`config.mk`:
```
export PLATFORM = sky130hd
export DESIGN_NAME = drum_voice_engine_flat
export DESIGN_NICKNAME = d
export VERILOG_FILES = /design/src/rtl/drum_voice_if.sv /design/src/rtl/drum_voice_engine.sv /design/src/flat_wrapper.sv
export SDC_FILE = /design/constraint.sdc
export NUM_CORES = 1
export LEC_CHECK = 0
export ABC_AREA = 0
export BUFFER_PORTS_ARGS = -buffer_cell sky130_fd_sc_hd__buf_2
export CELL_PAD_IN_SITES_DETAIL_PLACEMENT = 1
export CELL_PAD_IN_SITES_GLOBAL_PLACEMENT = 1
export CORE_MARGIN = 1
export CORE_UTILIZATION = 55
export CTS_BUF_LIST = sky130_fd_sc_hd__clkbuf_2
export CTS_CLUSTER_DIAMETER = 100
export DETAILED_ROUTE_END_ITERATION = 6
export HOLD_SLACK_MARGIN = 0.08
export PLACE_DENSITY_LB_ADDON = 0.1
export SLEW_MARGIN = 30
export SYNTH_ARGS = -nofsm -noshare
export SYNTH_HDL_FRONTEND = slang
export SYNTH_SLANG_ARGS = --single-unit
```
`constraint.sdc`:
```
create_clock -name sysclk -period 5.4 [get_ports sysclk]
set_clock_uncertainty 0.15 [all_clocks]
set_input_delay 0.54 -clock sysclk [delete_from_list [all_inputs] [get_ports sysclk]]
set_output_delay 0.54 -clock sysclk [all_outputs]
set_load 0.005 [all_outputs]
```
`src/rtl/drum_voice_if.sv`:
```
// -----------------------------------------------------------------------------
// drum_voice_if
//
// Groups the pad inputs and the audio/amplifier outputs of drum_voice_engine.
//
// Signal summary (NUM_CH = number of pads):
//   drum     [NUM_CH]  raw pad levels, asynchronous, active high
//   led      [NUM_CH]  debounced pad levels
//   active   [NUM_CH]  channel k is playing (this is the channel FSM state)
//   speaker            mixed square-wave output, registered
//   gain               amplifier gain select
//   shutdown           amplifier enable (1 = on)
//
// There is no valid/ready handshake on this interface: drum is a free-running
// asynchronous level, and every output is a registered level that is valid on
// every sysclk cycle once reset is released.
//
// Modports:
//   master  drives drum, observes everything else (pad front end / bench)
//   slave   the engine itself
// -----------------------------------------------------------------------------
interface drum_voice_if #(
    parameter int NUM_CH = 4
);
    logic [NUM_CH-1:0] drum;
    logic [NUM_CH-1:0] led;
    logic [NUM_CH-1:0] active;
    logic              speaker;
    logic              gain;
    logic              shutdown;

    modport master (output drum, input led, input active, input speaker,
                    input gain, input shutdown);
    modport slave  (input drum, output led, output active, output speaker,
                    output gain, output shutdown);
endinterface

```
`src/rtl/drum_voice_engine.sv`:
```
// -----------------------------------------------------------------------------
// drum_voice_engine
//
// Multi-pad drum voice generator. Each raw pad input is synchronised and
// debounced; a debounced rising edge triggers its channel, which plays a
// fixed-pitch square wave for a fixed number of ticks. Active voices are mixed
// onto one speaker pin, and the amplifier control pins are driven.
//
// Ports:
//   sysclk  in   system clock
//   rst_n   in   asynchronous reset, active low
//   bus     drum_voice_if.slave
//             drum in, led/active/speaker/gain/shutdown out
//
// Channel k: duration DUR_BASE<<k ticks, half-period HP_BASE-k*HP_STEP ticks.
// All audio counters advance only on the prescaler tick (every CLKDIV cycles).
// The per-channel FSM state is visible directly on bus.active.
// -----------------------------------------------------------------------------
module drum_voice_engine #(
    parameter int NUM_CH    = 4,
    parameter int CLKDIV    = 4,
    parameter int DEB_TICKS = 16,
    parameter int DUR_BASE  = 2048,
    parameter int DUR_W     = 16,
    parameter int HP_BASE   = 512,
    parameter int HP_STEP   = 64,
    parameter int HP_W      = 10,
    parameter int MIX_MODE  = 0
) (
    input  logic        sysclk,
    input  logic        rst_n,
    drum_voice_if.slave bus
);

    localparam int PRE_W = (CLKDIV > 1) ? $clog2(CLKDIV) : 1;
    localparam int DEB_W = $clog2(DEB_TICKS + 1);

    typedef enum logic {
        IDLE = 1'b0,
        PLAY = 1'b1
    } ch_state_t;

    // ---------------------------------------------------------------- prescaler
    logic [PRE_W-1:0] pre_cnt;
    logic             tick;

    assign tick = (pre_cnt == PRE_W'(CLKDIV - 1));

    always_ff @(posedge sysclk or negedge rst_n) begin
        if (!rst_n) begin
            pre_cnt <= '0;
        end else if (tick) begin
            pre_cnt <= '0;
        end else begin
            pre_cnt <= pre_cnt + 1'b1;
        end
    end

    // ------------------------------------------------ sync, debounce, trigger
    logic [NUM_CH-1:0] sync1;
    logic [NUM_CH-1:0] sync2;
    logic [NUM_CH-1:0] led_q;
    logic [NUM_CH-1:0] led_d;
    logic [NUM_CH-1:0] trig;
    logic [DEB_W-1:0]  deb_cnt [NUM_CH];

    always_ff @(posedge sysclk or negedge rst_n) begin
        if (!rst_n) begin
            sync1 <= '0;
            sync2 <= '0;
            led_q <= '0;
            led_d <= '0;
            trig  <= '0;
            for (int k = 0; k < NUM_CH; k++) begin
                deb_cnt[k] <= '0;
            end
        end else begin
            sync1 <= bus.drum;
            sync2 <= sync1;
            led_d <= led_q;
            // Registered rise detect: trig is high the cycle after led rises.
            trig  <= led_q & ~led_d;
            if (tick) begin
                for (int k = 0; k < NUM_CH; k++) begin
                    if (sync2[k] != led_q[k]) begin
                        // The DEB_TICKS-th consecutive differing tick flips led.
                        if (deb_cnt[k] == DEB_W'(DEB_TICKS - 1)) begin
                            led_q[k]   <= ~led_q[k];
                            deb_cnt[k] <= '0;
                        end else begin
                            deb_cnt[k] <= deb_cnt[k] + 1'b1;
                        end
                    end else begin
                        deb_cnt[k] <= '0;
                    end
                end
            end
        end
    end

    // ------------------------------------------------------ channel FSMs
    ch_state_t         state_q [NUM_CH];
    ch_state_t         state_n [NUM_CH];
    logic [DUR_W-1:0]  dur_q   [NUM_CH];
    logic [DUR_W-1:0]  dur_n   [NUM_CH];
    logic [HP_W-1:0]   phase_q [NUM_CH];
    logic [HP_W-1:0]   phase_n [NUM_CH];
    logic [NUM_CH-1:0] wave_q;
    logic [NUM_CH-1:0] wave_n;
    logic [NUM_CH-1:0] active_c;

    function automatic logic [DUR_W-1:0] dur_reload(input int k);
        return DUR_W'((DUR_BASE << k) - 1);
    endfunction

    function automatic logic [HP_W-1:0] hp_reload(input int k);
        return HP_W'(HP_BASE - k * HP_STEP - 1);
    endfunction

    always_ff @(posedge sysclk or negedge rst_n) begin
        if (!rst_n) begin
            for (int k = 0; k < NUM_CH; k++) begin
                state_q[k] <= IDLE;
                dur_q[k]   <= '0;
                phase_q[k] <= '0;
            end
            wave_q <= '0;
        end else begin
            for (int k = 0; k < NUM_CH; k++) begin
                state_q[k] <= state_n[k];
                dur_q[k]   <= dur_n[k];
                phase_q[k] <= phase_n[k];
            end
            wave_q <= wave_n;
        end
    end

    always_comb begin
        wave_n = wave_q;
        for (int k = 0; k < NUM_CH; k++) begin
            state_n[k] = state_q[k];
            dur_n[k]   = dur_q[k];
            phase_n[k] = phase_q[k];
            // A trigger (re)starts the note from scratch, and takes priority
            // over the final tick so a retrigger never drops to IDLE.
            if (trig[k]) begin
                state_n[k] = PLAY;
                dur_n[k]   = dur_reload(k);
                phase_n[k] = hp_reload(k);
                wave_n[k]  = 1'b0;
            end else if ((state_q[k] == PLAY) && tick) begin
                if (phase_q[k] == '0) begin
                    wave_n[k]  = ~wave_q[k];
                    phase_n[k] = hp_reload(k);
                end else begin
                    phase_n[k] = phase_q[k] - 1'b1;
                end
                if (dur_q[k] == '0) begin
                    state_n[k] = IDLE;
                    wave_n[k]  = 1'b0;
                end else begin
                    dur_n[k] = dur_q[k] - 1'b1;
                end
            end
        end
    end

    always_comb begin
        active_c = '0;
        for (int k = 0; k < NUM_CH; k++) begin
            active_c[k] = (state_q[k] == PLAY);
        end
    end

    // ------------------------------------------------------ mixer and amp pins
    logic mix_c;
    logic speaker_q;
    logic gain_q;
    logic shutdown_q;

    always_comb begin
        mix_c = 1'b0;
        if (MIX_MODE == 0) begin
            // Ascending scan: the last active channel seen is the highest index.
            for (int k = 0; k < NUM_CH; k++) begin
                if (active_c[k]) begin
                    mix_c = wave_q[k];
                end
            end
        end else begin
            mix_c = |(wave_q & active_c);
        end
    end

    always_ff @(posedge sysclk or negedge rst_n) begin
        if (!rst_n) begin
            speaker_q  <= 1'b0;
            gain_q     <= 1'b0;
            shutdown_q <= 1'b0;
        end else begin
            speaker_q  <= mix_c;
            gain_q     <= 1'b1;
            shutdown_q <= |active_c;
        end
    end

    assign bus.led      = led_q;
    assign bus.active   = active_c;
    assign bus.speaker  = speaker_q;
    assign bus.gain     = gain_q;
    assign bus.shutdown = shutdown_q;

endmodule

```
`src/flat_wrapper.sv`:
```
// flat-port wrapper written by rule: the top's interface ports become plain ports
module drum_voice_engine_flat 
#(
    parameter int NUM_CH    = 4,
    parameter int CLKDIV    = 4,
    parameter int DEB_TICKS = 16,
    parameter int DUR_BASE  = 2048,
    parameter int DUR_W     = 16,
    parameter int HP_BASE   = 512,
    parameter int HP_STEP   = 64,
    parameter int HP_W      = 10,
    parameter int MIX_MODE  = 0
)
  (sysclk, rst_n, bus_drum, bus_led, bus_active, bus_speaker, bus_gain, bus_shutdown);
  drum_voice_if #(.NUM_CH(NUM_CH)) bus_i ();
  input  logic sysclk;
  input  logic rst_n;
  input wire logic [$bits(bus_i.drum)-1:0] bus_drum;
  output wire logic [$bits(bus_i.led)-1:0] bus_led;
  output wire logic [$bits(bus_i.active)-1:0] bus_active;
  output wire logic [$bits(bus_i.speaker)-1:0] bus_speaker;
  output wire logic [$bits(bus_i.gain)-1:0] bus_gain;
  output wire logic [$bits(bus_i.shutdown)-1:0] bus_shutdown;
  assign bus_i.drum = bus_drum;
  assign bus_led = bus_i.led;
  assign bus_active = bus_i.active;
  assign bus_speaker = bus_i.speaker;
  assign bus_gain = bus_i.gain;
  assign bus_shutdown = bus_i.shutdown;
  drum_voice_engine #(.NUM_CH(NUM_CH), .CLKDIV(CLKDIV), .DEB_TICKS(DEB_TICKS), .DUR_BASE(DUR_BASE), .DUR_W(DUR_W), .HP_BASE(HP_BASE), .HP_STEP(HP_STEP), .HP_W(HP_W), .MIX_MODE(MIX_MODE)) u_core (.sysclk(sysclk), .rst_n(rst_n), .bus(bus_i));
endmodule
```
==> summary.txt <==
Run status
  • Status: completed

Min path
  • Hold Path Class: reg2reg
  • Worst hold start: u_core.sync1[3]
  • Min-Delay Path Depth: 0

Drt
  • DRT Pass-1 Iters: 4
  • Via density: 6.05
  • WL final: 17,500 um
  • Routed Antenna Nets: 0
  • Initial drt markers: 360
  • WL/cell: 18.0 um
  • DRC viols: 0
  • Vias: 5,885

Synthesis
  • Synth top cells by count: 157 x dfrtp_1, 57 x nor2_1, 50 x nand2_1
  • Post-Syn Nets: 780
  • Synth Cell Area: 7660 um2
  • Register area share after synthesis: 51.3%
  • Synth area leaders: dfrtp_1 51%, xor2_1 3.9%, nor3_1 3.0%
  • Seq cells post-synth: 157
  • FFs w/ async S/R, synth: 100%
  • Average size of a mapped cell: 10.1 um2
  • Top-count cell post-synth: dfrtp_1
  • Post-synth EDFFs: 0
  • Syn Inst Count: 761
  • Area leader, netlist: dfrtp_1
  • Yosys top cell area share: 51.3%
  • Synth cell types: 61
  • YS warnings: 0
  • Top FF cell, synth: dfrtp_1

Worst setup path
  • Worst-path cell chain: ha_1 > buf_4 > nand2_1 > nor4_1 > nand4_1 > or4_2 > a21oi_1
  • CP endpoint kind: flip-flop
  • Critical path depth in cells: 7
  • Critical path startpoint category: flip-flop
  • Setup CP Type: reg2reg
  • R2R cell count: 7
  • CP startpoint: u_core.pre_cnt[0]
  • WP buf/inv: 1
  • Critical Path Max Stage Delay: 590 ps
  • Slowest stage cell, crit path: or4_2
  • RR Startpoint: u_core.pre_cnt[0]
  • Worst Path Arrival: 3430 ps
  • CP top delay family: simple AND/OR/NAND/NOR gates
  • Data required time of the critical path: 5930 ps
  • Worst R2R Setup Slack: 2500 ps
  • Worst Path Max Fanout: 23

Finish
  • Register area: 3930 um2
  • Layout cells sized above 1: 8.43%
  • P&R area growth vs syn: 7.53%
  • Area of the multi-input gates: 3560 um2
  • Nets@finish: 803
  • Fin area: 8240 um2
  • Core Util, Final: 61.5%
  • Fin cells: 972
  • FILL cells: 1,511

STA
  • Setup TNS: 0 ps
  • Max_slew headroom: 34.9%
  • Slew at the pin closest to its max-slew limit: 969 ps
  • Min cycle time layout: 2900 ps
  • Finish-stage setup viols: 0
  • Final hold vios: 0
  • Tcrit/Tclk final: 53.7%
  • Unrepaired setup endpoints after global routing: false
  • Highest clock rate: 345 MHz
  • Max Slew Vio Count: 0

Clocking
  • Clk buf depth: 2
  • Post-CTS sizing: 0
  • CTS tree: yes
  • CTS buffer count: 17
  • Clock root buffer master: clkbuf_2
  • Sink Count: 157
  • Worst-Skew Late Latency: 770 ps
  • Clk slew on worst S/H paths: 190 ps
  • H-tree levels: 4

Die
  • Die Area: 14,400 um2
  • Die height: 120 um
  • Top Ports: 17
  • Core area: 13,400 um2
  • Initial Utilization: 57.2%
  • Die W: 120 um
  • Num rows: 42

Global routing
  • Pin count of the biggest net entering global routing: 110
  • Initial antenna violation count: 1
  • Global route total overflow: 0
  • First-pass GRT wire length: 30,200 um
  • GRT Util Overall: 26.4%
  • Vias in the first global route: 6,260

Job
  • Max-Cap Viols: 0

Placement
  • Routability cong.: 0.801
  • HPWL after DPL: 11,900 um
  • Area post-placement: 7900 um2
  • Number of port buffers: 16
  • Post-Place Cells: 934

Pwr
  • Total power: 1970 uW
  • VDD IR-drop max: 0.233 mV
  • PwrDens: 239 nW/um2
  • Leakage: 0.00407 uW
-- cells by family (layout without fill, tap and decap cells) --
| family | count (synthesis) | count (layout) | share of synthesized area, % |
|---|---|---|---|
| other | 1 | 2 | 0.0489 |
| buffers and inverters | 44 | 78 | 2.27 |
| flip-flops | 157 | 157 | 51.3 |
| XOR/XNOR | 59 | 59 | 6.75 |
| adder cells (fa/ha/maj) | 13 | 13 | 2.12 |
| AND/OR/NAND/NOR | 344 | 344 | 24.5 |
| multiplexers | 12 | 12 | 1.65 |
| AO/OA/AOI/OAI | 131 | 131 | 11.4 |
-- cell usage in the layout (no fill, tap or decap), types with 4 or more instances in the layout --
cell type	synthesis	final
a31oi_1	5	5
nor4_1	22	22
o31a_1	4	4
xnor2_1	25	25
or3_1	18	18
nand3_1	39	39
a21o_1	5	5
clkbuf_2	1	21
nor3b_1	4	4
o21ai_0	33	33
nand4_1	16	16
nor2_1	57	57
a21oi_1	32	32
nand2b_1	31	31
inv_1	23	23
or4_1	10	10
o211ai_1	12	12
a211o_1	6	6
bufinv_16	0	4
dlygate4sd3_1	0	6
dfrtp_1	157	157
nor3_1	46	46
nand2_1	50	50
o2bb2ai_1	4	4
nor2b_1	15	15
nor4b_1	4	4
ha_1	13	13
o31ai_1	9	9
mux2i_1	7	7
buf_2	0	15
xor2_1	34	34
mux2_2	5	5
nand4b_1	4	4
and2_1	6	6
-- flip-flops by register name, summed over array words and instances, names as in the netlist --
signal,flops
u_core.deb_cnt,20
u_core.trig,4
u_core.bus.shutdown,1
u_core.bus.active,4
u_core.dur_q,64
u_core.bus.gain,1
u_core.led_d,4
u_core.bus.speaker,1
u_core.pre_cnt,2
u_core.sync2,4
u_core.sync1,4
u_core.wave_q,4
u_core.phase_q,40
u_core.bus.led,4
-- path summary, 6_finish.rpt --
| kind | end |
|---|---|
| max | u_core.dur_q[31] |
| min | u_core.sync2[3] |
| max reg2reg | u_core.dur_q[31] |
| min reg2reg | u_core.sync2[3] |
| max in group asynchronous | u_core.wave_q[2] |
| min in group asynchronous | u_core.phase_q[21] |
-- report_power, final --
| part | switching (uW) | internal, uW | total (uW) |
|---|---|---|---|
| sequential | 10.5 | 1190 | 1200 |
| combinational | 42.8 | 21.7 | 64.6 |
| clock | 402 | 303 | 705 |
| total | 455 | 1510 | 1970 |
-- area by class of cell --
type | instances | share of cell area (%)
clock inverter | 9 | 1.76
sequential | 157 | 47.7
tap | 176 | 2.67
inverter | 23 | 1.05
antenna | 1 | 0.0304
multi-input combinational | 560 | 43.2
timing repair buffer | 25 | 2.32
clock buffer | 21 | 1.28
-- routing by layer --
layer	routed length [um]	up-vias	global-route usage [%]
met5	0	-	0
met1	7860	3004	33.2
met4	246	0	9.22
li1	-	2796	-
met2	9040	61	44.9
met3	378	24	5.66
-- what timing repair did --
| item | 4_1_cts | 5_1_grt |
|---|---|---|
| hold endpoints to repair | 112 | 26 |
| setup buffers | 0 | 0 |
| hold buffers | 5 | 1 |
-- through the flow --
| step | hold WS, ps | setup WS (ps) |
|---|---|---|
| finish | 229 | 2500 |
| floorplan | 94.4 | 2940 |
| detailed placement | 188 | 2540 |
| CTS | 148 | 2490 |
| global route | 164 | 2260 |
| global placement | 184 | 2610 |
No activity file was read; power rests on OpenSTA's default activity.
